File: src/rtl/imem_rr_arbiter.sv
// Round-robin arbiter sharing one single-port instruction memory among N_REQ fetch ports.
// One address reaches the memory per cycle; the returned word is registered with a one-hot valid pulse.
module imem_rr_arbiter #(
    parameter int N_REQ  = 4,
    parameter int ADDR_W = 16,
    parameter int DATA_W = 16
) (
    input  logic                      clk,
    input  logic                      RESET_N,
    input  logic                      clear,
    input  logic [N_REQ-1:0]          req,
    input  logic [N_REQ*ADDR_W-1:0]   addr,
    output logic                      im_read,
    output logic [ADDR_W-1:0]         im_addr,
    input  logic [DATA_W-1:0]         im_data,
    output logic [N_REQ-1:0]          gnt,
    output logic [N_REQ-1:0]          rvalid,
    output logic [DATA_W-1:0]         rdata,
    output logic                      busy
);

    localparam int PTR_W = (N_REQ > 1) ? $clog2(N_REQ) : 1;
    typedef logic [PTR_W-1:0] ptr_t;

    ptr_t              ptr_q, ptr_d;
    logic [N_REQ-1:0]  rvalid_q, rvalid_d;
    logic [DATA_W-1:0] rdata_q, rdata_d;
    logic              busy_q, busy_d;

    logic [N_REQ-1:0]  elig;
    logic              found;
    ptr_t              win;

    // (base + k) mod N_REQ for k < N_REQ, without a divider.
    function automatic ptr_t wrap_add(input ptr_t base, input int k);
        int s;
        s = int'(base) + k;
        return (s >= N_REQ) ? ptr_t'(s - N_REQ) : ptr_t'(s);
    endfunction

    // A core whose data is being returned this cycle is not eligible, so a held
    // req cannot be granted twice for the same fetch.
    assign elig = req & ~rvalid_q;

    // NOTE: every combinational output gets a default before any branch, so no latch is inferred.
    always_comb begin
        found = 1'b0;
        win   = '0;
        if (RESET_N && !clear) begin
            for (int k = 0; k < N_REQ; k++) begin
                if (!found && elig[wrap_add(ptr_q, k)]) begin
                    found = 1'b1;
                    win   = wrap_add(ptr_q, k);
                end
            end
        end
        gnt     = found ? (N_REQ'(1) << win) : '0;
        im_read = found;
        im_addr = found ? addr[win*ADDR_W +: ADDR_W] : '0;
    end

    always_comb begin
        ptr_d    = ptr_q;
        rdata_d  = rdata_q;
        rvalid_d = gnt;
        busy_d   = found;
        if (clear) begin
            ptr_d    = '0;
            rvalid_d = '0;
            busy_d   = 1'b0;
        end else if (found) begin
            rdata_d = im_data;
            ptr_d   = wrap_add(win, 1);
        end
    end

    // NOTE: state registers use non-blocking assignments so all flops update together at the edge.
    always_ff @(posedge clk or negedge RESET_N) begin
        if (!RESET_N) begin
            ptr_q    <= '0;
            rvalid_q <= '0;
            rdata_q  <= '0;
            busy_q   <= 1'b0;
        end else begin
            ptr_q    <= ptr_d;
            rvalid_q <= rvalid_d;
            rdata_q  <= rdata_d;
            busy_q   <= busy_d;
        end
    end

    assign rvalid = rvalid_q;
    assign rdata  = rdata_q;
    assign busy   = busy_q;

endmodule

File: config.mk
export PLATFORM = sky130hd
export DESIGN_NAME = imem_rr_arbiter
export DESIGN_NICKNAME = d
export VERILOG_FILES = /design/src/rtl/imem_rr_arbiter.sv
export SDC_FILE = /design/constraint.sdc
export NUM_CORES = 1
export LEC_CHECK = 0
export CAP_MARGIN = 10
export CORE_ASPECT_RATIO = 0.9
export CORE_UTILIZATION = 31
export CTS_BUF_LIST = sky130_fd_sc_hd__clkbuf_4 sky130_fd_sc_hd__clkbuf_8 sky130_fd_sc_hd__clkbuf_16
export DETAILED_ROUTE_END_ITERATION = 12
export PLACE_DENSITY_LB_ADDON = 0.08
export SYNTH_ARGS = -nofsm -noshare
export SYNTH_HDL_FRONTEND = slang
export SYNTH_SLANG_ARGS = --single-unit
File: constraint.sdc
create_clock -name clk -period 2.4 [get_ports clk]
set_input_delay 0.48 -clock clk [delete_from_list [all_inputs] [get_ports clk]]
set_output_delay 0.48 -clock clk [all_outputs]
set_load 0.01 [all_outputs]
==> out/metrics.csv <==
stage,metric,value,unit
status,status,"finished, violations left",
status,failing checks,negative setup slack,
timing,fin crit share,113,%
setup_path,CP Capture Type,output port,
pwr,Flop pwr share,33.8,%
clock_tree,total CTS buffers,3,
placement,Port Buf Inserts,128,
yosys,Synth cell types,31,
detailed_routing,remaining antenna violation count,0,
pwr,clock network power share,17.7,%
worst_hold_path,min-delay worst type,primary input to asynchronous set/reset pin,
timing,RSZ-0062 raised after global routing,yes,
cells_and_area,"commonest cells after routing, fill and taps aside","101 x clkdlybuf4s50_1, 27 x buf_4, 22 x dfrtp_1",
pwr,Gate power share,48.5,%
floorplanning,die width,79.9,µm
yosys,Mean Syn Cell Area,10.4,µm²
grt,vias in the first global route,1854,
clock_tree,Sink Count,23,
detailed_routing,vias post-DR,1907,
pwr,switching power,0.406,mW
timing,Tmin final,2.72,ns
yosys,Async SR Flop Fraction,100,%
pwr,Power per Cell Area,376,nW/µm²
timing,"Setup violations, final",20,
grt,initial antenna violation count,0,
cells_and_area,nets@finish,417,
timing,fmax,368,MHz
setup_path,CP max stage delay,0.21,ns
timing,"Hold Vio Cnt, Final",0,
timing,setup TNS,-5.20,ns
clock_tree,Max Buffers Root-to-Sink,2,
detailed_routing,Avg WL per Cell,16.2,µm
detailed_routing,Initial DRC Count,82,
floorplanning,core footprint,5260,µm²
timing,worst clock skew,0.00180,ns
setup_path,cells along the critical path,clkdlybuf4s15_2 > nor2b_4 > nor2_4 > a221oi_2 > buf_4 > o211ai_4 > buf_12 > buf_16 > mux2i_4 > o221ai_2 > buf_2,
cells_and_area,Area Overhead vs Synth,118,%
clock_tree,CTS tree,yes,
clock_tree,# H-tree levels,1,
pwr,total power,1.38,mW
floorplanning,Initial Util,32.2,%
grt,first-pass GRT wire length,9230,µm
setup_path,R2R Path Start,rvalid[1],
clock_tree,Root Driver,clkbuf_8,
placement,Post-Place Setup Slack,-0.921,ns
clock_tree,clk_lat worst skew,0.26,ns
placement,GPL Wtd Cong,0.786,
detailed_routing,Routed WL,6350,µm
pwr,Sw Ratio,29.3,%
detailed_routing,post-route DRC violation count,0,
timing,Hold WS,0.399,ns
yosys,post-synthesis net count,253,
setup_path,CP Max Fanout,5,
placement,Detail Placement HPWL,4050,µm
timing,worst slew pin tran,0.304,ns
grt,global route total overflow,0,
floorplanning,Top-Level Pins,129,
grt,largest net degree at the start of global routing,34,
pwr,cell internal pwr,0.978,mW
floorplanning,# rows,25,
setup_path,Worst EP required,1.92,ns
detailed_routing,drt first pass iters,4,
detailed_routing,drt via density,4.86,
yosys,synth warn,0,
setup_path,WP data arrival,2.24,ns
setup_path,critical path startpoint category,primary input,
timing,Slew headroom,79.6,%
cells_and_area,antenna cell count,0,
placement,Placement Cell Area,3140,µm²
floorplanning,Die ar.,5760,µm²
cells_and_area,FILL cells,410,
pwr,VDD IR max,0.460,mV
yosys,Post-synth EDFFs,0,
setup_path,Critical path origin,req[2],
timing,worst setup margin,-0.320,ns
yosys,#FFs+latches synth,23,
timing,Final Slew Violations,0,
flow_run,max-cap violation count,0,
clock_tree,register clock-pin slew on the reported worst setup and hold paths,0.08,ns
clock_tree,hold buffer count at CTS,0,
cells_and_area,share of cells above drive strength 1,41.5,%
setup_path,Crit-path slowest cell,clkdlybuf4s15_2,
cells_and_area,"commonest non-fill, non-tap cell in the layout",clkdlybuf4s50_1,
floorplanning,Die Span Y,72.1,µm
cells_and_area,post-route cell area,3680,µm²
yosys,ys flop type,dfrtp_1,
yosys,register area share after synthesis,34.0,%
yosys,Post-Synthesis Cell Area,1690,µm²
pwr,Leakage,1.58,nW
grt,Total Routing Usage GR,20.5,%
yosys,post-synthesis cell count,162,
setup_path,critical path class,primary input to output port,
Yosys cell counts, types with 3 or more instances:
library cell / n / area (µm²)
nand3_1: 16 / 80.1
o221ai_1: 10 / 87.6
nand2_1: 18 / 67.6
clkbuf_1: 3 / 11.3
mux2i_1: 16 / 160
dfrtp_1: 23 / 576
ha_1: 4 / 50.1
buf_6: 5 / 56.3
buf_2: 7 / 35.0
and2_1: 9 / 56.3
inv_1: 3 / 11.3
mux2_2: 16 / 180
o221ai_2: 9 / 135
flip-flops by register name, indices dropped and copies added (netlist names):
signal / count
rdata: 16
rvalid: 4
ptr_q: 2
busy: 1
routing by layer:
metal  vias to the layer above  part of all wire (%)  global-route usage, %
li1                        930                     -                      -
met1                       923                    43                   26.4
met2                        50                    51                   35.7
met3                         4                   5.6                   5.28
met4                         0                  0.82                   1.98
met5                         -                     0                      0
repair_timing:
| item | CTS | global route |
|---|---|---|
| buffers inserted | 17 | 7 |
| setup endpoints to repair | 21 | 20 |
| gates resized for setup | 130 | 16 |
| pin swaps | 20 | 13 |
| endpoints found under the hold margin | 0 | 0 |
| gates cloned | 5 | 3 |
final timing paths:
check                                   end  slack (ns)  cells past startpoint
worst max-delay path            im_addr[14]       -0.32                     11
worst min-delay path               rdata[5]        0.40                      2
worst max register to register     ptr_q[1]        0.45                     10
worst min register to register     rdata[8]        0.51                      1
max in group asynchronous         rvalid[0]        1.75                      2
min in group clk                   rdata[8]        0.51                      1
stage by stage:
| stage | util, % | std cells |
|---|---|---|
| final | 70.1 | 392 |
| after global routing | 70.1 | 392 |
| after CTS | 66.6 | 383 |
| after detailed placement | 59.8 | 359 |
| after global placement | 59.8 | 359 |
| after floorplan | - | 162 |
cell families after synthesis:
kind of cell,synth area share (%)
buffers and inverters,7.17
AO/OA/AOI/OAI,17.8
adder cells (fa/ha/maj),2.96
multiplexers,20.1
flip-flops,34.0
AND/OR/NAND/NOR,18.0
worst max-delay path: cells and delay by family:
family | cells | cell delay [ns]
AO/OA/AOI/OAI | 3 | 0.46
buffers and inverters | 5 | 0.84
multiplexers | 1 | 0.18
AND/OR/NAND/NOR | 2 | 0.28
layout make-up:
cell class / count / area (µm²) / area share, %
timing repair buffer: 174 / 1750 / 47.5
multi-input combinational: 119 / 1200 / 32.7
inverter: 5 / 21.3 / 0.578
tap: 67 / 83.8 / 2.28
sequential: 23 / 577 / 15.7
clock buffer: 3 / 41.3 / 1.12
clock inverter: 1 / 7.51 / 0.204
power by group through the flow:
stage	Clock, mW	Combinational, mW	Sequential, mW
after detailed placement	0	0.569	0.473
after floorplan	0	0.203	0.493
final	0.244	0.672	0.468
after global placement	0	0.568	0.471
after CTS	0.257	0.632	0.467
after global routing	0.278	0.717	0.473
(Power assumes the default switching activity.)
